### src/rtl/agc_parity_pkg.sv
// Shared types and helpers for the parity alarm sequencer and its XOR tree.
package agc_parity_pkg;

  localparam int unsigned WORD_W     = 15;
  localparam int unsigned ADDR_W_DEF = 12;

  typedef enum logic [2:0] {
    StIdle    = 3'd0,
    StCapt    = 3'd1,
    StReduce  = 3'd2,
    StCompare = 3'd3,
    StAlarm   = 3'd4,
    StWaitjam = 3'd5
  } state_e;

  // Bit that makes word plus parity contain an odd number of ones.
  function automatic logic odd_parity(input logic [WORD_W-1:0] word);
    return ~(^word);
  endfunction

endpackage

### src/rtl/parity_alarm_sequencer_if.sv
// Memory-word / alarm bus between the S-register stage and the parity alarm sequencer.
interface parity_alarm_sequencer_if #(
  parameter int unsigned ADDR_W = 12,
  parameter int unsigned CNT_W  = 8
);
  import agc_parity_pkg::*;

  logic [WORD_W-1:0] G_DATA;
  logic              G_PAR;
  logic [ADDR_W-1:0] S_ADDR;
  logic              RD_STB;
  logic              GEN_MODE;
  logic              CHK_EN;
  logic              MONPAR;
  logic              GOJAM;
  logic              GP_OUT;
  logic              GP_VLD;
  logic              ERR_PULSE;
  logic              PALE;
  logic [ADDR_W-1:0] PAL_ADDR;
  logic [CNT_W-1:0]  PAL_CNT;
  logic              RESTART_REQ;
  logic              BUSY;
  logic              OVERRUN;

  modport master (
    output G_DATA, G_PAR, S_ADDR, RD_STB, GEN_MODE, CHK_EN, MONPAR, GOJAM,
    input  GP_OUT, GP_VLD, ERR_PULSE, PALE, PAL_ADDR, PAL_CNT, RESTART_REQ, BUSY, OVERRUN
  );

  modport slave (
    input  G_DATA, G_PAR, S_ADDR, RD_STB, GEN_MODE, CHK_EN, MONPAR, GOJAM,
    output GP_OUT, GP_VLD, ERR_PULSE, PALE, PAL_ADDR, PAL_CNT, RESTART_REQ, BUSY, OVERRUN
  );

endinterface

### src/rtl/parity_tree15.sv
// Two-stage registered XOR reduction of a 15-bit word to its odd-parity bit (latency 2).
module parity_tree15
  import agc_parity_pkg::*;
(
  input  logic              clk,
  input  logic              rst,
  input  logic              en,
  input  logic [WORD_W-1:0] word,
  output logic              par,
  output logic              vld
);

  logic lo_q, hi_q, v1_q;
  logic par_q, v2_q;

  always_ff @(posedge clk) begin
    if (rst) begin
      lo_q  <= 1'b0;
      hi_q  <= 1'b0;
      v1_q  <= 1'b0;
      par_q <= 1'b0;
      v2_q  <= 1'b0;
    end else begin
      v1_q <= en;
      v2_q <= v1_q;
      if (en) begin
        lo_q <= ^word[7:0];
        hi_q <= ^word[WORD_W-1:8];
      end
      if (v1_q) begin
        par_q <= ~(lo_q ^ hi_q);
      end
    end
  end

  assign par = par_q;
  assign vld = v2_q;

endmodule

### src/rtl/parity_alarm_sequencer.sv
// Parity check/generate for memory words with the PALE alarm, restart request and GOJAM clear.
module parity_alarm_sequencer
  import agc_parity_pkg::*;
#(
  parameter int unsigned ADDR_W     = ADDR_W_DEF,
  parameter int unsigned CNT_W      = 8,
  parameter int unsigned ALARM_HOLD = 4
) (
  input  logic                     SIM_CLK,
  input  logic                     SIM_RST,
  parity_alarm_sequencer_if.slave  bus
);

  localparam logic [2:0] S_IDLE    = StIdle;
  localparam logic [2:0] S_CAPT    = StCapt;
  localparam logic [2:0] S_REDUCE  = StReduce;
  localparam logic [2:0] S_COMPARE = StCompare;
  localparam logic [2:0] S_ALARM   = StAlarm;
  localparam logic [2:0] S_WAITJAM = StWaitjam;
  localparam logic [3:0] HOLD_LAST = 4'(ALARM_HOLD - 1);

  logic [2:0]        state_q, state_d;
  logic [3:0]        hold_q, hold_d;
  logic [WORD_W-1:0] g_data_q;
  logic              g_par_q, gen_q, chk_en_q, monpar_q;
  logic [ADDR_W-1:0] s_addr_q, pal_addr_q;
  logic [CNT_W-1:0]  pal_cnt_q;
  logic              pale_q, overrun_q, gp_out_q;
  logic              tree_par, tree_vld;
  logic              accept, cmp_go, gen_fire, fail, hold_last;

  assign accept    = (state_q == S_IDLE) && bus.RD_STB && !bus.GOJAM;
  assign cmp_go    = (state_q == S_COMPARE) && tree_vld && !bus.GOJAM;
  assign gen_fire  = cmp_go && gen_q;
  assign fail      = cmp_go && !gen_q && (tree_par ^ g_par_q ^ monpar_q);
  assign hold_last = (state_q == S_ALARM) && (hold_q == HOLD_LAST) && !bus.GOJAM;

  parity_tree15 u_tree (
    .clk  (SIM_CLK),
    .rst  (SIM_RST),
    .en   ((state_q == S_CAPT) && !bus.GOJAM),
    .word (g_data_q),
    .par  (tree_par),
    .vld  (tree_vld)
  );

  always_comb begin
    state_d = state_q;
    hold_d  = hold_q;
    case (state_q)
      S_IDLE:    if (accept) state_d = S_CAPT;
      S_CAPT:    state_d = bus.GOJAM ? S_IDLE : S_REDUCE;
      S_REDUCE:  state_d = bus.GOJAM ? S_IDLE : S_COMPARE;
      S_COMPARE: begin
        state_d = S_IDLE;
        if (fail && chk_en_q) begin
          state_d = S_ALARM;
          hold_d  = 4'd0;
        end
      end
      S_ALARM: begin
        if (bus.GOJAM)              state_d = S_IDLE;
        else if (hold_q == HOLD_LAST) state_d = S_WAITJAM;
        else                        hold_d  = hold_q + 4'd1;
      end
      S_WAITJAM: if (bus.GOJAM) state_d = S_IDLE;
      default:   state_d = S_IDLE;
    endcase
  end

  always_ff @(posedge SIM_CLK) begin
    if (SIM_RST) begin
      state_q    <= S_IDLE;
      hold_q     <= 4'd0;
      g_data_q   <= '0;
      g_par_q    <= 1'b0;
      s_addr_q   <= '0;
      gen_q      <= 1'b0;
      chk_en_q   <= 1'b0;
      monpar_q   <= 1'b0;
      pal_addr_q <= '0;
      pal_cnt_q  <= '0;
      pale_q     <= 1'b0;
      overrun_q  <= 1'b0;
      gp_out_q   <= 1'b0;
    end else begin
      state_q <= state_d;
      hold_q  <= hold_d;
      if (accept) begin
        g_data_q <= bus.G_DATA;
        g_par_q  <= bus.G_PAR;
        s_addr_q <= bus.S_ADDR;
        gen_q    <= bus.GEN_MODE;
        chk_en_q <= bus.CHK_EN;
        monpar_q <= bus.MONPAR;
      end
      if (gen_fire) gp_out_q <= tree_par;
      if (fail) begin
        // Only the first failure since reset is remembered.
        if (pal_cnt_q == '0) pal_addr_q <= s_addr_q;
        if (pal_cnt_q != '1) pal_cnt_q  <= pal_cnt_q + CNT_W'(1);
        if (chk_en_q)        pale_q     <= 1'b1;
      end
      if (((state_q == S_ALARM) || (state_q == S_WAITJAM)) && bus.GOJAM) pale_q <= 1'b0;
      if (bus.RD_STB && (state_q != S_IDLE)) overrun_q <= 1'b1;
    end
  end

  // GP_OUT shows the fresh bit in its valid cycle and holds it afterwards.
  assign bus.GP_OUT      = gen_fire ? tree_par : gp_out_q;
  assign bus.GP_VLD      = gen_fire;
  assign bus.ERR_PULSE   = fail;
  assign bus.PALE        = pale_q;
  assign bus.PAL_ADDR    = pal_addr_q;
  assign bus.PAL_CNT     = pal_cnt_q;
  assign bus.RESTART_REQ = hold_last;
  assign bus.BUSY        = (state_q != S_IDLE);
  assign bus.OVERRUN     = overrun_q;

endmodule

### src/flat_wrapper.sv
// flat-port wrapper written by rule: the top's interface ports become plain ports
module parity_alarm_sequencer_flat import agc_parity_pkg::*;
#(
  parameter int unsigned ADDR_W     = ADDR_W_DEF,
  parameter int unsigned CNT_W      = 8,
  parameter int unsigned ALARM_HOLD = 4
)
  (SIM_CLK, SIM_RST, bus_G_DATA, bus_G_PAR, bus_S_ADDR, bus_RD_STB, bus_GEN_MODE, bus_CHK_EN, bus_MONPAR, bus_GOJAM, bus_GP_OUT, bus_GP_VLD, bus_ERR_PULSE, bus_PALE, bus_PAL_ADDR, bus_PAL_CNT, bus_RESTART_REQ, bus_BUSY, bus_OVERRUN);
  parity_alarm_sequencer_if #(.ADDR_W(ADDR_W), .CNT_W(CNT_W)) bus_i ();
  input  logic SIM_CLK;
  input  logic SIM_RST;
  input wire logic [$bits(bus_i.G_DATA)-1:0] bus_G_DATA;
  input wire logic [$bits(bus_i.G_PAR)-1:0] bus_G_PAR;
  input wire logic [$bits(bus_i.S_ADDR)-1:0] bus_S_ADDR;
  input wire logic [$bits(bus_i.RD_STB)-1:0] bus_RD_STB;
  input wire logic [$bits(bus_i.GEN_MODE)-1:0] bus_GEN_MODE;
  input wire logic [$bits(bus_i.CHK_EN)-1:0] bus_CHK_EN;
  input wire logic [$bits(bus_i.MONPAR)-1:0] bus_MONPAR;
  input wire logic [$bits(bus_i.GOJAM)-1:0] bus_GOJAM;
  output wire logic [$bits(bus_i.GP_OUT)-1:0] bus_GP_OUT;
  output wire logic [$bits(bus_i.GP_VLD)-1:0] bus_GP_VLD;
  output wire logic [$bits(bus_i.ERR_PULSE)-1:0] bus_ERR_PULSE;
  output wire logic [$bits(bus_i.PALE)-1:0] bus_PALE;
  output wire logic [$bits(bus_i.PAL_ADDR)-1:0] bus_PAL_ADDR;
  output wire logic [$bits(bus_i.PAL_CNT)-1:0] bus_PAL_CNT;
  output wire logic [$bits(bus_i.RESTART_REQ)-1:0] bus_RESTART_REQ;
  output wire logic [$bits(bus_i.BUSY)-1:0] bus_BUSY;
  output wire logic [$bits(bus_i.OVERRUN)-1:0] bus_OVERRUN;
  assign bus_i.G_DATA = bus_G_DATA;
  assign bus_i.G_PAR = bus_G_PAR;
  assign bus_i.S_ADDR = bus_S_ADDR;
  assign bus_i.RD_STB = bus_RD_STB;
  assign bus_i.GEN_MODE = bus_GEN_MODE;
  assign bus_i.CHK_EN = bus_CHK_EN;
  assign bus_i.MONPAR = bus_MONPAR;
  assign bus_i.GOJAM = bus_GOJAM;
  assign bus_GP_OUT = bus_i.GP_OUT;
  assign bus_GP_VLD = bus_i.GP_VLD;
  assign bus_ERR_PULSE = bus_i.ERR_PULSE;
  assign bus_PALE = bus_i.PALE;
  assign bus_PAL_ADDR = bus_i.PAL_ADDR;
  assign bus_PAL_CNT = bus_i.PAL_CNT;
  assign bus_RESTART_REQ = bus_i.RESTART_REQ;
  assign bus_BUSY = bus_i.BUSY;
  assign bus_OVERRUN = bus_i.OVERRUN;
  parity_alarm_sequencer #(.ADDR_W(ADDR_W), .CNT_W(CNT_W), .ALARM_HOLD(ALARM_HOLD)) u_core (.SIM_CLK(SIM_CLK), .SIM_RST(SIM_RST), .bus(bus_i));
endmodule
### config.mk
export PLATFORM = sky130hd
export DESIGN_NAME = parity_alarm_sequencer_flat
export DESIGN_NICKNAME = d
export VERILOG_FILES = /design/src/rtl/agc_parity_pkg.sv /design/src/rtl/parity_alarm_sequencer_if.sv /design/src/rtl/parity_tree15.sv /design/src/rtl/parity_alarm_sequencer.sv /design/src/flat_wrapper.sv
export SDC_FILE = /design/constraint.sdc
export NUM_CORES = 1
export LEC_CHECK = 0
export BUFFER_PORTS_ARGS = -buffer_cell sky130_fd_sc_hd__buf_2
export CAP_MARGIN = 20
export CORE_UTILIZATION = 41
export CTS_BUF_LIST = sky130_fd_sc_hd__clkbuf_4
export CTS_CLUSTER_SIZE = 40
export DETAILED_ROUTE_END_ITERATION = 6
export PLACE_DENSITY = 0.64
export SLEW_MARGIN = 40
export SYNTH_ARGS = -nofsm -noshare
export SYNTH_HDL_FRONTEND = slang
export SYNTH_SLANG_ARGS = --single-unit
### constraint.sdc
create_clock -name SIM_CLK -period 1.8 [get_ports SIM_CLK]
set_clock_uncertainty 0.05 [all_clocks]
set_input_delay 0.09 -clock SIM_CLK [delete_from_list [all_inputs] [get_ports SIM_CLK]]
set_output_delay 0.09 -clock SIM_CLK [all_outputs]
set_load 0.03 [all_outputs]
==> flow_metrics.py <==
metrics = {
    "placement": {
        "gp_congestion": 0.7921,
        "dp.cells": 468,
        "port_buffers": 61,
        "dp_slack_ps": 28.64,
        "dp_hpwl_um": 4514,
    },
    "grt": {
        "grt_max_degree": 32,
        "track_usage": 0.2066,
        "grt_pass1_wl_um": 11770,
        "grt-ovfl-total": 0,
        "antenna_found_initial": 0,
        "grt_pass1_vias": 2608,
    },
    "synth": {
        "muxShareOfSynthArea": 0.01519,
        "yosysSeqAreaShare": 0.4718,
        "async_flop_share": 0,
        "yosys.area_share.xor_xnor": 0.05943,
        "synth.ff_latch_count": 66,
        "syn_avg_cell_area_um2": 8.409,
        "synth_edf_count": 0,
        "synth_top_family_by_area": "simple AND/OR/NAND/NOR gates",
        "synth_cell_types": 42,
        "yosys.area.top_type_share": 0.4718,
        "synth_top_flop_cell": "dfxtp_1",
        "synth_compound_area_frac": 0.1515,
        "synth_top_cell_by_area": "dfxtp_1",
        "synthAdderAreaFrac": 0.01340,
        "syn_inst": 333,
        "syn-num-nets": 371,
        "netlist_area_um2": 2800,
        "synth-simple-area-share": 0.2462,
        "ys_warn_count": 0,
        "synthTopCellsByArea": "dfxtp_1 (47%), a21oi_1 (9.5%), nand2_1 (9.2%)",
    },
    "sta": {
        "drv_slew": 0,
        "finalCritPeriodShare": 1.002,
        "period_minus_slack_ps": 1803,
        "setup_slack_ps": -2.783,
        "setup-tns-final_ps": -2.783,
        "finalSetupViolCount": 1,
        "timing.slew.headroom": 0.7987,
        "rsz0062_at_grt": "true",
        "hold_viol_final": 0,
        "whs_ps": 41.07,
        "max_freq_ghz": 0.5547,
        "worstMarginPinSlew_ps": 297.7,
    },
    "critical_path": {
        "path_class": "register to register",
        "required_ps": 2070,
        "crit_fanout": 6,
        "worstSetupEndpointType": "register",
        "critPathLaunchType": "register",
        "max_stage_delay_ps": 460,
        "rr_startpoint": "u_core.u_tree.par$_SDFFE_PP0P_",
        "cpMaxStageDelayCell": "or4_1",
        "worst-path-stages": 5,
        "arrival_ps": 2070,
        "worstReg2RegEnd": "u_core.bus.PAL_CNT[2]$_SDFFE_PP0P_",
        "rr_worst_depth": 5,
        "critPathTopFamily": "simple AND/OR/NAND/NOR gates",
        "path_buf_inv": 1,
        "ff2ff_setup_slack_ps": -3,
        "path_cells": "xor3_2, nand4b_4, buf_4, or4_1, a21oi_1",
    },
    "min_path": {
        "hp-class": "primary input to register",
        "whs_endpoint": "u_core.state_q[1]$_SDFFE_PP0P_",
        "hp-start": "bus_GOJAM",
        "hold_depth": 3,
    },
    "clock_network": {
        "ctsHtreeMaxLevel": 3,
        "numCtsBuffers": 9,
        "cts_tree": "built",
        "worstSkewPairLatency_ps": 380,
        "path_clk_slew_ps": 110,
        "clk_path_buf_depth": 2,
        "root_buffer": "clkbuf_4",
        "clock_sinks": 66,
    },
    "cells_and_area": {
        "final_common_cell": "nand2_1",
        "multi_input_area_um2": 1431,
        "stdcell_count": 520,
        "fill_cells": 571,
        "layout.nets": 478,
        "drive_gt1_frac": 0.2844,
        "regArea_um2": 1331,
        "area_delta_synth_final_pct": 37.67,
        "final_cell_mix": "nand2_1 (68), dfxtp_1 (60), buf_2 (58)",
        "diodes": 0,
    },
    "power_and_ir_drop": {
        "leakage_nw": 1.569,
        "power_density_nw_per_um2": 669.4,
        "max-vdd-ir-drop_mv": 0.4733,
    },
    "run": {
        "drv_cap": 0,
    },
    "floorplanning": {
        "die_x_um": 84.64,
        "die-area_um2": 7164,
        "fp.dieH_um": 84.64,
        "rows": 29,
        "start_util": 0.4336,
        "core_area_um2": 6459,
        "io_pins": 62,
    },
    "detailed_routing": {
        "wl_um": 7119,
        "viasPerCell": 5.215,
        "drtAntennaViolNets": 0,
        "num_vias": 2712,
        "dr.pass1.iters": 6,
        "drt-initial-drc-count": 201,
        "drc": 0,
        "wl_per_cell_um": 13.69,
    },
    "outcome": {
        "violations": "negative setup slack",
        "outcome": "complete, but fails checks",
    },
}
[per-layer routing]
metal	routed length, um	global-route usage	vias to the layer above
met5	0	0	-
met4	146	0.1002	0
met3	252	0.03638	15
met2	3509	0.3511	71
met1	3210	0.2535	1255
li1	-	-	1371
[worst max-delay path by stage]
stage | startpoint | to | slack, ps
after floorplan | u_core.bus.PAL_CNT[4]$_SDFFE_PP0P_ | u_core.bus.PAL_CNT[5]$_SDFFE_PP0P_ | 20
after global placement | u_core.u_tree.par$_SDFFE_PP0P_ | u_core.bus.PAL_CNT[5]$_SDFFE_PP0P_ | 80
after detailed placement | u_core.u_tree.par$_SDFFE_PP0P_ | u_core.bus.PAL_CNT[5]$_SDFFE_PP0P_ | 30
after CTS | u_core.u_tree.par$_SDFFE_PP0P_ | bus_ERR_PULSE | -70
after global routing | u_core.u_tree.par$_SDFFE_PP0P_ | u_core.bus.PAL_CNT[2]$_SDFFE_PP0P_ | -70
final | u_core.u_tree.par$_SDFFE_PP0P_ | u_core.bus.PAL_CNT[2]$_SDFFE_PP0P_ | -3
[flip-flops by register name, summed over array words and instances (netlist names), 3 cells and up]
name and count:
u_core.g_data_q 15, u_core.bus.PAL_ADDR 12, u_core.s_addr_q 12, u_core.bus.PAL_CNT 8, u_core.hold_q 4, u_core.state_q 3
[through the flow]
stage | total power [W] | util | cell area [um^2]
floorplan | 0.001706 | - | 2808
global placement | 0.001789 | 0.5097 | 3292
detailed placement | 0.001793 | 0.5097 | 3292
CTS | 0.002603 | 0.5856 | 3782
global route | 0.002711 | 0.5969 | 3855
finish | 0.002581 | 0.5969 | 3855
[worst register-to-register path, cell delays in order, from the launching register on]
cell and delay (ps):
dfxtp_2 330, xor3_2 420, nand4b_4 160, buf_4 180, or4_1 460, a21oi_1 140
[where the power goes]
part	internal, W	leakage, nW	switching, W
clock network	0.000276	0.0555	0.000486
logic	0.000160	0.975	0.000133
registers	0.00150	0.538	0.0000280
total	0.00193	1.57	0.000647
[final cells by class]
class / instances / area share
multi-input cells: 237 / 0.3713
clock inverters: 4 / 0.005518
repair buffers: 119 / 0.2259
well taps: 77 / 0.02499
clock buffers: 10 / 0.01947
flip-flops and latches: 66 / 0.3453
inverters: 7 / 0.007465
[what timing repair did]
action,CTS,global route
endpoints found under the hold margin,33,0
buffers inserted,4,1
setup endpoints to repair,3,20
resized for setup,14,16
pin swaps,2,1
hold buffers,33,0
[cells by family after synthesis]
family                   after synthesis
AND/OR/NAND/NOR                      137
AO/OA/AOI/OAI                         79
flip-flops                            66
buffers and inverters                 30
XOR/XNOR                              14
multiplexers                           4
adder cells (fa/ha/maj)                3
[cells in the mapped netlist (all sizes together), types with 3 or more instances]
library cell / instances
o21ai: 16
a21oi: 53
nor3: 4
buf: 7
clkbuf: 16
or4: 5
nor2: 8
inv: 7
nand3: 23
xnor2: 11
dfxtp: 66
nand2: 69
ha: 3
o31ai: 3
nor2b: 6
Note: power is estimated with default switching activity, not from simulation.
